--- src/rtl/mc_pkg.sv ---
// Shared constants and instruction field decode for the multicycle datapath and controller.
package mc_pkg;

  localparam logic [2:0] ALU_AND = 3'd0;
  localparam logic [2:0] ALU_OR  = 3'd1;
  localparam logic [2:0] ALU_ADD = 3'd2;
  localparam logic [2:0] ALU_SUB = 3'd6;
  localparam logic [2:0] ALU_SLT = 3'd7;

  localparam logic [1:0] SRCB_REG  = 2'd0;
  localparam logic [1:0] SRCB_INC  = 2'd1;
  localparam logic [1:0] SRCB_IMM  = 2'd2;
  localparam logic [1:0] SRCB_IMM2 = 2'd3;

  localparam int OP_MSB = 31, OP_LSB = 26;
  localparam int RS_MSB = 25, RS_LSB = 21;
  localparam int RT_MSB = 20, RT_LSB = 16;
  localparam int RD_MSB = 15, RD_LSB = 11;
  localparam int IMM_MSB = 15, IMM_LSB = 0;
  localparam int FN_MSB = 5, FN_LSB = 0;

  localparam logic [5:0] OP_RTYPE = 6'h00;
  localparam logic [5:0] OP_LW    = 6'h23;
  localparam logic [5:0] OP_SW    = 6'h2B;
  localparam logic [5:0] OP_BEQ   = 6'h04;

  localparam logic [5:0] FN_ADD = 6'h20;
  localparam logic [5:0] FN_SUB = 6'h22;
  localparam logic [5:0] FN_AND = 6'h24;
  localparam logic [5:0] FN_OR  = 6'h25;
  localparam logic [5:0] FN_SLT = 6'h2A;

  typedef struct packed {
    logic [5:0]  op;
    logic [4:0]  rs;
    logic [4:0]  rt;
    logic [4:0]  rd;
    logic [15:0] imm;
    logic [5:0]  funct;
  } fields_t;

  function automatic fields_t decode_fields(input logic [31:0] ir);
    fields_t f;
    f.op    = ir[OP_MSB:OP_LSB];
    f.rs    = ir[RS_MSB:RS_LSB];
    f.rt    = ir[RT_MSB:RT_LSB];
    f.rd    = ir[RD_MSB:RD_LSB];
    f.imm   = ir[IMM_MSB:IMM_LSB];
    f.funct = ir[FN_MSB:FN_LSB];
    return f;
  endfunction

endpackage

--- src/rtl/mc_datapath_if.sv ---
// Control word, status, memory port and debug bundle between controller and datapath.
interface mc_datapath_if #(parameter int W = 32);
  logic         PCEn, IorD, Memwrite, IRWrite, RegDst, MemtoReg, RegWrite, ALUsrcA, PCsrc;
  logic [1:0]   ALUsrcB;
  logic [2:0]   ALUControl;
  logic [5:0]   opcode, funct;
  logic         zero;
  logic [W-1:0] mem_addr, mem_wdata, mem_rdata;
  logic         mem_we;
  logic [4:0]   dbg_raddr;
  logic [W-1:0] dbg_rdata, dbg_pc;

  modport master (
    output PCEn, IorD, Memwrite, IRWrite, RegDst, MemtoReg, RegWrite, ALUsrcA, PCsrc,
    output ALUsrcB, ALUControl, mem_rdata, dbg_raddr,
    input  opcode, funct, zero, mem_addr, mem_wdata, mem_we, dbg_rdata, dbg_pc
  );

  modport slave (
    input  PCEn, IorD, Memwrite, IRWrite, RegDst, MemtoReg, RegWrite, ALUsrcA, PCsrc,
    input  ALUsrcB, ALUControl, mem_rdata, dbg_raddr,
    output opcode, funct, zero, mem_addr, mem_wdata, mem_we, dbg_rdata, dbg_pc
  );
endinterface

--- src/rtl/mc_regfile.sv ---
// Register file: two async read ports plus debug read, one sync write, r0 hardwired to zero.
module mc_regfile #(
  parameter int W     = 32,
  parameter int NREGS = 32
) (
  input  logic         clk,
  input  logic         rst,
  input  logic [4:0]   ra1_i,
  input  logic [4:0]   ra2_i,
  input  logic [4:0]   dbg_ra_i,
  input  logic [4:0]   wa_i,
  input  logic         we_i,
  input  logic [W-1:0] wd_i,
  output logic [W-1:0] rd1_o,
  output logic [W-1:0] rd2_o,
  output logic [W-1:0] dbg_rd_o
);

  logic [W-1:0] regs_q [NREGS];

  // Reset clear dominates any write in the same cycle
  always_ff @(posedge clk) begin
    if (rst) begin
      for (int i = 0; i < NREGS; i++) regs_q[i] <= {W{1'b0}};
    end else if (we_i && (wa_i != 5'd0)) begin
      regs_q[wa_i] <= wd_i;
    end
  end

  assign rd1_o    = (ra1_i    == 5'd0) ? {W{1'b0}} : regs_q[ra1_i];
  assign rd2_o    = (ra2_i    == 5'd0) ? {W{1'b0}} : regs_q[ra2_i];
  assign dbg_rd_o = (dbg_ra_i == 5'd0) ? {W{1'b0}} : regs_q[dbg_ra_i];

endmodule

--- src/rtl/mc_datapath.sv ---
// Multicycle datapath: PC, IR, MDR, A, B, ALUOut, register file, ALU and operand muxes.
module mc_datapath
  import mc_pkg::*;
#(
  parameter int           W        = 32,
  parameter logic [W-1:0] RESET_PC = {W{1'b0}},
  parameter logic [W-1:0] PC_INC   = W'(32'd4),
  parameter int           NREGS    = 32
) (
  input logic         clk,
  input logic         rst,
  mc_datapath_if.slave bus
);

  logic [W-1:0] pc_q, pc_d, ir_q, ir_d, mdr_q, mdr_d;
  logic [W-1:0] a_q, a_d, b_q, b_d, aluout_q, aluout_d;
  logic [W-1:0] imm_ext_s, src_a_s, src_b_s, alu_s;
  logic [W-1:0] rf_rd1_s, rf_rd2_s, rf_wd_s;
  logic [4:0]   rf_wa_s;
  fields_t      f_s;

  assign f_s       = decode_fields(ir_q[31:0]);
  assign imm_ext_s = {{(W-16){f_s.imm[15]}}, f_s.imm};
  assign src_a_s   = bus.ALUsrcA ? a_q : pc_q;

  // ALU B operand select
  always_comb begin
    src_b_s = b_q;
    case (bus.ALUsrcB)
      SRCB_REG:  src_b_s = b_q;
      SRCB_INC:  src_b_s = PC_INC;
      SRCB_IMM:  src_b_s = imm_ext_s;
      SRCB_IMM2: src_b_s = {imm_ext_s[W-3:0], 2'b00};
      default:   src_b_s = b_q;
    endcase
  end

  // ALU; unknown operation codes yield zero
  always_comb begin
    alu_s = {W{1'b0}};
    case (bus.ALUControl)
      ALU_ADD: alu_s = src_a_s + src_b_s;
      ALU_SUB: alu_s = src_a_s - src_b_s;
      ALU_AND: alu_s = src_a_s & src_b_s;
      ALU_OR:  alu_s = src_a_s | src_b_s;
      ALU_SLT: alu_s = {{(W-1){1'b0}}, ($signed(src_a_s) < $signed(src_b_s))};
      default: alu_s = {W{1'b0}};
    endcase
  end

  assign rf_wa_s = bus.RegDst   ? f_s.rd : f_s.rt;
  assign rf_wd_s = bus.MemtoReg ? mdr_q  : aluout_q;

  mc_regfile #(.W(W), .NREGS(NREGS)) u_regfile (
    .clk      (clk),
    .rst      (rst),
    .ra1_i    (f_s.rs),
    .ra2_i    (f_s.rt),
    .dbg_ra_i (bus.dbg_raddr),
    .wa_i     (rf_wa_s),
    .we_i     (bus.RegWrite),
    .wd_i     (rf_wd_s),
    .rd1_o    (rf_rd1_s),
    .rd2_o    (rf_rd2_s),
    .dbg_rd_o (bus.dbg_rdata)
  );

  // Next-state for the architectural and staging registers
  always_comb begin
    pc_d     = pc_q;
    ir_d     = ir_q;
    mdr_d    = bus.mem_rdata;
    a_d      = rf_rd1_s;
    b_d      = rf_rd2_s;
    aluout_d = alu_s;
    if (bus.PCEn) pc_d = bus.PCsrc ? aluout_q : alu_s;
    else          pc_d = pc_q;
    if (bus.IRWrite) ir_d = bus.mem_rdata;
    else             ir_d = ir_q;
  end

  // State registers with synchronous reset
  always_ff @(posedge clk) begin
    if (rst) begin
      pc_q     <= RESET_PC;
      ir_q     <= {W{1'b0}};
      mdr_q    <= {W{1'b0}};
      a_q      <= {W{1'b0}};
      b_q      <= {W{1'b0}};
      aluout_q <= {W{1'b0}};
    end else begin
      pc_q     <= pc_d;
      ir_q     <= ir_d;
      mdr_q    <= mdr_d;
      a_q      <= a_d;
      b_q      <= b_d;
      aluout_q <= aluout_d;
    end
  end

  // zero comes from the live ALU result so beq can gate PCEn in the same cycle
  assign bus.zero      = (alu_s == {W{1'b0}});
  assign bus.opcode    = f_s.op;
  assign bus.funct     = f_s.funct;
  assign bus.mem_addr  = bus.IorD ? aluout_q : pc_q;
  assign bus.mem_wdata = b_q;
  assign bus.mem_we    = bus.Memwrite;
  assign bus.dbg_pc    = pc_q;

endmodule

--- src/flat_wrapper.sv ---
// flat-port wrapper written by rule: the top's interface ports become plain ports
module mc_datapath_flat import mc_pkg::*;
#(
  parameter int           W        = 32,
  parameter logic [W-1:0] RESET_PC = {W{1'b0}},
  parameter logic [W-1:0] PC_INC   = W'(32'd4),
  parameter int           NREGS    = 32
)
  (clk, rst, bus_PCEn, bus_IorD, bus_Memwrite, bus_IRWrite, bus_RegDst, bus_MemtoReg, bus_RegWrite, bus_ALUsrcA, bus_PCsrc, bus_ALUsrcB, bus_ALUControl, bus_mem_rdata, bus_dbg_raddr, bus_opcode, bus_funct, bus_zero, bus_mem_addr, bus_mem_wdata, bus_mem_we, bus_dbg_rdata, bus_dbg_pc);
  mc_datapath_if #(.W(W)) bus_i ();
  input logic clk;
  input logic rst;
  input wire logic [$bits(bus_i.PCEn)-1:0] bus_PCEn;
  input wire logic [$bits(bus_i.IorD)-1:0] bus_IorD;
  input wire logic [$bits(bus_i.Memwrite)-1:0] bus_Memwrite;
  input wire logic [$bits(bus_i.IRWrite)-1:0] bus_IRWrite;
  input wire logic [$bits(bus_i.RegDst)-1:0] bus_RegDst;
  input wire logic [$bits(bus_i.MemtoReg)-1:0] bus_MemtoReg;
  input wire logic [$bits(bus_i.RegWrite)-1:0] bus_RegWrite;
  input wire logic [$bits(bus_i.ALUsrcA)-1:0] bus_ALUsrcA;
  input wire logic [$bits(bus_i.PCsrc)-1:0] bus_PCsrc;
  input wire logic [$bits(bus_i.ALUsrcB)-1:0] bus_ALUsrcB;
  input wire logic [$bits(bus_i.ALUControl)-1:0] bus_ALUControl;
  input wire logic [$bits(bus_i.mem_rdata)-1:0] bus_mem_rdata;
  input wire logic [$bits(bus_i.dbg_raddr)-1:0] bus_dbg_raddr;
  output wire logic [$bits(bus_i.opcode)-1:0] bus_opcode;
  output wire logic [$bits(bus_i.funct)-1:0] bus_funct;
  output wire logic [$bits(bus_i.zero)-1:0] bus_zero;
  output wire logic [$bits(bus_i.mem_addr)-1:0] bus_mem_addr;
  output wire logic [$bits(bus_i.mem_wdata)-1:0] bus_mem_wdata;
  output wire logic [$bits(bus_i.mem_we)-1:0] bus_mem_we;
  output wire logic [$bits(bus_i.dbg_rdata)-1:0] bus_dbg_rdata;
  output wire logic [$bits(bus_i.dbg_pc)-1:0] bus_dbg_pc;
  assign bus_i.PCEn = bus_PCEn;
  assign bus_i.IorD = bus_IorD;
  assign bus_i.Memwrite = bus_Memwrite;
  assign bus_i.IRWrite = bus_IRWrite;
  assign bus_i.RegDst = bus_RegDst;
  assign bus_i.MemtoReg = bus_MemtoReg;
  assign bus_i.RegWrite = bus_RegWrite;
  assign bus_i.ALUsrcA = bus_ALUsrcA;
  assign bus_i.PCsrc = bus_PCsrc;
  assign bus_i.ALUsrcB = bus_ALUsrcB;
  assign bus_i.ALUControl = bus_ALUControl;
  assign bus_i.mem_rdata = bus_mem_rdata;
  assign bus_i.dbg_raddr = bus_dbg_raddr;
  assign bus_opcode = bus_i.opcode;
  assign bus_funct = bus_i.funct;
  assign bus_zero = bus_i.zero;
  assign bus_mem_addr = bus_i.mem_addr;
  assign bus_mem_wdata = bus_i.mem_wdata;
  assign bus_mem_we = bus_i.mem_we;
  assign bus_dbg_rdata = bus_i.dbg_rdata;
  assign bus_dbg_pc = bus_i.dbg_pc;
  mc_datapath #(.W(W), .RESET_PC(RESET_PC), .PC_INC(PC_INC), .NREGS(NREGS)) u_core (.clk(clk), .rst(rst), .bus(bus_i));
endmodule
--- config.mk ---
export PLATFORM = sky130hd
export DESIGN_NAME = mc_datapath_flat
export DESIGN_NICKNAME = d
export VERILOG_FILES = /design/src/rtl/mc_pkg.sv /design/src/rtl/mc_datapath_if.sv /design/src/rtl/mc_regfile.sv /design/src/rtl/mc_datapath.sv /design/src/flat_wrapper.sv
export SDC_FILE = /design/constraint.sdc
export NUM_CORES = 2
export LEC_CHECK = 0
export ABC_AREA = 1
export CORE_ASPECT_RATIO = 1.4
export CORE_UTILIZATION = 30
export CTS_BUF_LIST = sky130_fd_sc_hd__clkbuf_8
export DETAILED_ROUTE_END_ITERATION = 7
export MAX_ROUTING_LAYER = met4
export PLACE_DENSITY_LB_ADDON = 0.15
export SYNTH_ARGS = -nofsm -noshare
export SYNTH_HDL_FRONTEND = slang
export SYNTH_SLANG_ARGS = --single-unit
--- constraint.sdc ---
create_clock -name clk -period 5.7 [get_ports clk]
set_input_delay 0.57 -clock clk [delete_from_list [all_inputs] [get_ports clk]]
set_output_delay 0.57 -clock clk [all_outputs]
set_load 0.1 [all_outputs]
==> tab_implementation.tex <==
\begin{tabular}{lr}
\hline
Metric & Value \\
\hline
\multicolumn{2}{l}{\textbf{CTS}} \\
CTS tree & yes \\
Clock Root Buffer & clkbuf\_8 \\
Number of buffers inserted during clock tree synthesis & 216 \\
Number of buffers on the longest clock path & 4 \\
Clock transition at the register clock pins on the worst setup and hold paths after CTS & 60 ps \\
Worst skew pair latency & 1040 ps \\
H-tree lvl count & 4 \\
Count of clock tree sinks & 1216 \\
\multicolumn{2}{l}{\textbf{Synth}} \\
Multiplexer share of the synthesized area & 0.0645\% \\
Most used standard cell by instance count after synthesis & o21ai\_0 \\
Post-Synthesis Mean Instance Area & 7.58 um2 \\
Ys Warns & 0 \\
XOR/XNOR share of the synthesized area & 0\% \\
Synthesized-area fraction occupied by ao, oa, aoi and oai cells & 25.1\% \\
Fraction of the mapped netlist area in adder cells & 1.81\% \\
Most used standard cells in the synthesized netlist & o21ai\_0 (1701), nor2\_1 (1525), nand2\_1 (1352) \\
Synthesized netlist cell count & 10200 \\
Synth Flop Type & edfxtp\_1 \\
Largest cells by area after synthesis & edfxtp\_1 (40\%), o21ai\_0 (11\%), nor2\_1 (7.4\%) \\
Proportion of netlist area held by the largest area contributor & 39.6\% \\
Number of enable flip-flop cells after synthesis & 1024 \\
Total standard cell area after synthesis & 77600 um2 \\
Cell taking the most area after synthesis & edfxtp\_1 \\
Area share of and/or/nand/nor cells after synthesis & 18.9\% \\
Async S/R FF share, synth & 0\% \\
Number of distinct library cell variants in the gate-level netlist after synthesis & 52 \\
Sequential element share of the synthesized area & 44.6\% \\
Dominant combinational cell family by area after synthesis & compound AO/OA/AOI/OAI gates \\
Number of synthesized register bits & 1216 \\
\multicolumn{2}{l}{\textbf{Worst setup path}} \\
Critical Path Most Common Cell & nand2\_1 \\
Largest delay share family, worst path & simple AND/OR/NAND/NOR gates \\
Kind of start point of the critical path & flip-flop \\
Largest stage delay on the critical path & 410 ps \\
Worst path required time & 5130 ps \\
Highest-delay cell along the critical path & fa\_1 \\
Critical path class & reg2out \\
Crit-path cells & inv\_1 > nand2\_1 > o21ai\_0 > inv\_1 > fa\_1 > nand2\_1 > nand2\_1 > nand2\_1 > inv\_1 > nand2\_1 > nand3\_1 > nand2\_1 > nand3\_1 > nand3\_1 > nand3\_1 > nor2\_1 > nand2\_1 > nor2\_1 > buf\_4 > nand2\_1 > nor2\_2 > buf\_12 \\
Arrival time of data at the critical path endpoint & 4890 ps \\
Combined buffer and inverter count along the critical path & 5 \\
Type of element capturing the critical path & output pin \\
Largest fanout of any net on the critical path & 3 \\
\multicolumn{2}{l}{\textbf{Global route}} \\
Initial antenna violation count & 33 \\
Pin count of the biggest net entering global routing & 153 \\
Global-route wire length before repair & 599000 um \\
Via count of the first global-routing pass & 75900 \\
GR Layer Usage met2 & 52.1\% \\
Met1 track demand over resource & 37.6\% \\
Overall track demand over capacity in global routing & 33.5\% \\
Total overflow reported by the global router & 0 \\
Top Usage Layer GRT & met2 \\
GRT met3 Usage & 5.02\% \\
\multicolumn{2}{l}{\textbf{Finish}} \\
Number of nets in the layout & 10300 \\
Post-synthesis to final-layout area growth & 14.1\% \\
Fraction of layout instances using a drive strength above 1 & 10.3\% \\
Final std cells w/o fill & 13800 \\
\multicolumn{2}{l}{\textbf{Die}} \\
Placement Rows & 220 \\
Count of boundary I/O pins & 195 \\
Floorplan die area & 261000 um2 \\
Core box area & 257000 um2 \\
Initial cell density of the core & 30.2\% \\
Die height & 604 um \\
Die width & 432 um \\
\multicolumn{2}{l}{\textbf{Placed design}} \\
Total instance count after detailed placement & 13300 \\
Post-DP HPWL & 282000 um \\
I/O Buffers & 192 \\
Final RePlAce weighted congestion & 1.00 \\
\multicolumn{2}{l}{\textbf{Power}} \\
LEAKAGE & 32.6 nW \\
Worst VDD drop & 0.170 mV \\
Pwr dens & 282 nW/um2 \\
Total power consumption of the routed design & 0.0249 W \\
\multicolumn{2}{l}{\textbf{Job}} \\
Maxcap violations & 1 \\
\multicolumn{2}{l}{\textbf{Routing}} \\
Number of detailed-route iterations in the first pass & 7 \\
DR WL/cell & 31.9 um \\
Remaining number of nets flagged by the antenna check after routing & 0 \\
Drc violations & 0 \\
Initial DRC Count & 11100 \\
Average vias per placed instance & 5.88 \\
Via total after detailed routing & 80800 \\
Final routed wirelength across all metal layers & 439000 um \\
\multicolumn{2}{l}{\textbf{Worst hold path}} \\
Type of the most critical hold path & in2reg \\
\multicolumn{2}{l}{\textbf{Timing}} \\
Slew at the pin closest to its max-slew limit & 1480 ps \\
Setup repair after global routing missed its margin & no \\
Max-slew headroom & 0.778\% \\
Final critical-path required period & 5460 ps \\
Count of endpoints failing hold in the final timing report & 0 \\
Max-slew violation count & 0 \\
Maximum clock frequency & 183 MHz \\
Clock skew after layout & 97.2 ps \\
Endpoints failing setup & 0 \\
Share of the cycle needed by the critical path after routing & 95.9\% \\
\multicolumn{2}{l}{\textbf{Status}} \\
Violations in the final reports & max-capacitance violations \\
Status & finished with violations \\
\hline
\end{tabular}
[state kept, by name, summed over array words and instances, names as in the netlist]
signal	flops
u_core.a_q	32
u_core.aluout_q	32
u_core.bus.dbg_pc	32
u_core.bus.mem_wdata	32
u_core.ir_q	32
u_core.mdr_q	32
u_core.u_regfile.regs_q	1024
[routing by layer]
layer	vias up	part of all wire, %	wire length, um
met4	0	10	45200
met2	5315	45	199000
met5	-	0	0
met3	1436	8.7	38300
li1	34900	-	-
met1	39200	36	157000
[metrics by stage]
step	TNS, ps	setup WS [ps]	util (%)	instance area [um2]	hold slack, ps
after floorplan	0	336	-	77700	492
after global placement	-91.4	-91.4	32.8	84200	471
after detailed placement	-96.4	-96.4	32.8	84200	471
after CTS	0	6.86	34.4	88200	50.4
after global routing	0	11.5	34.4	88500	109
final	0	236	34.5	88500	95.9
[tightest hold or removal path: cells and delay by family]
kind,cells,cell delay [ps]
buffers and inverters,2,470
and+or+nand+nor,1,40
[logic make-up (layout without fill, tap and decap cells)]
group / count (synthesis) / in the layout
and+or+nand+nor: 3580 / 3580
AOI/OAI and AO/OA: 3469 / 3469
other: 1 / 76
adders and majority gates: 111 / 111
DFF: 1216 / 1216
buffers and inverters: 1854 / 1852
muxes: 5 / 5
[final cells by class]
class                   instances  area, um2
inverters                     917       3490
multi-input cells            7197      36500
fillers                     26700     168000
well taps                    3441       4310
clock buffers                 236       3250
flip-flops and latches       1216      34600
repair buffers                554       5490
clock inverters               145        687
diodes                         44        110
[what timing repair did]
action,in CTS,in global routing
pin swaps,0,0
setup endpoints to repair,1,1
hold buffers,1,0
setup buffers,3,0
gates resized for setup,6,33
endpoints found under the hold margin,30,0
[final timing paths]
path                                                         from                                     endpoint  slack [ps]  depth (start not counted)
worst max-delay path                     u_core.a_q[1]$_SDFF_PP0_                                     bus_zero         240                         22
worst min-delay path                            bus_mem_rdata[24]                  u_core.mdr_q[24]$_SDFF_PP0_         100                          3
worst max register to register       u_core.ir_q[19]$_SDFFE_PP0P_  u_core.u_regfile.regs_q[3][0]$_SDFFCE_PN0P_        1160                         11
worst min register to register  u_core.bus.dbg_pc[8]$_SDFFE_PP0P_            u_core.bus.dbg_pc[8]$_SDFFE_PP0P_         480                          2
[report_power, final]
part	total, W	switching, W	internal (W)
combinational	0.00647	0.00494	0.00153
sequential	0.0104	0.000382	0.0100
clock	0.00806	0.00411	0.00394
[layout by cell type (no fill, tap or decap), drive strengths merged, types with 7 or more instances in the layout]
cell	Yosys	final
o21a	15	15
edfxtp	1024	1024
ha	109	109
nand4	18	18
nand3	437	437
a221oi	73	73
nand2	1360	1360
o2111ai	13	13
o21ai	1706	1706
a41oi	7	7
clkinv	4	56
a31oi	106	106
o221ai	39	39
nor2	1732	1732
a21oi	930	930
a2bb2oi	36	36
inv	913	1000
o22ai	89	89
a311oi	31	31
o211ai	316	316
clkdlybuf4s50	0	146
buf	229	406
nor3	15	15
a211oi	95	95
dfxtp	192	192
diode	0	44
conb	1	32
clkbuf	708	237
Power figures use the tool's default switching activity.
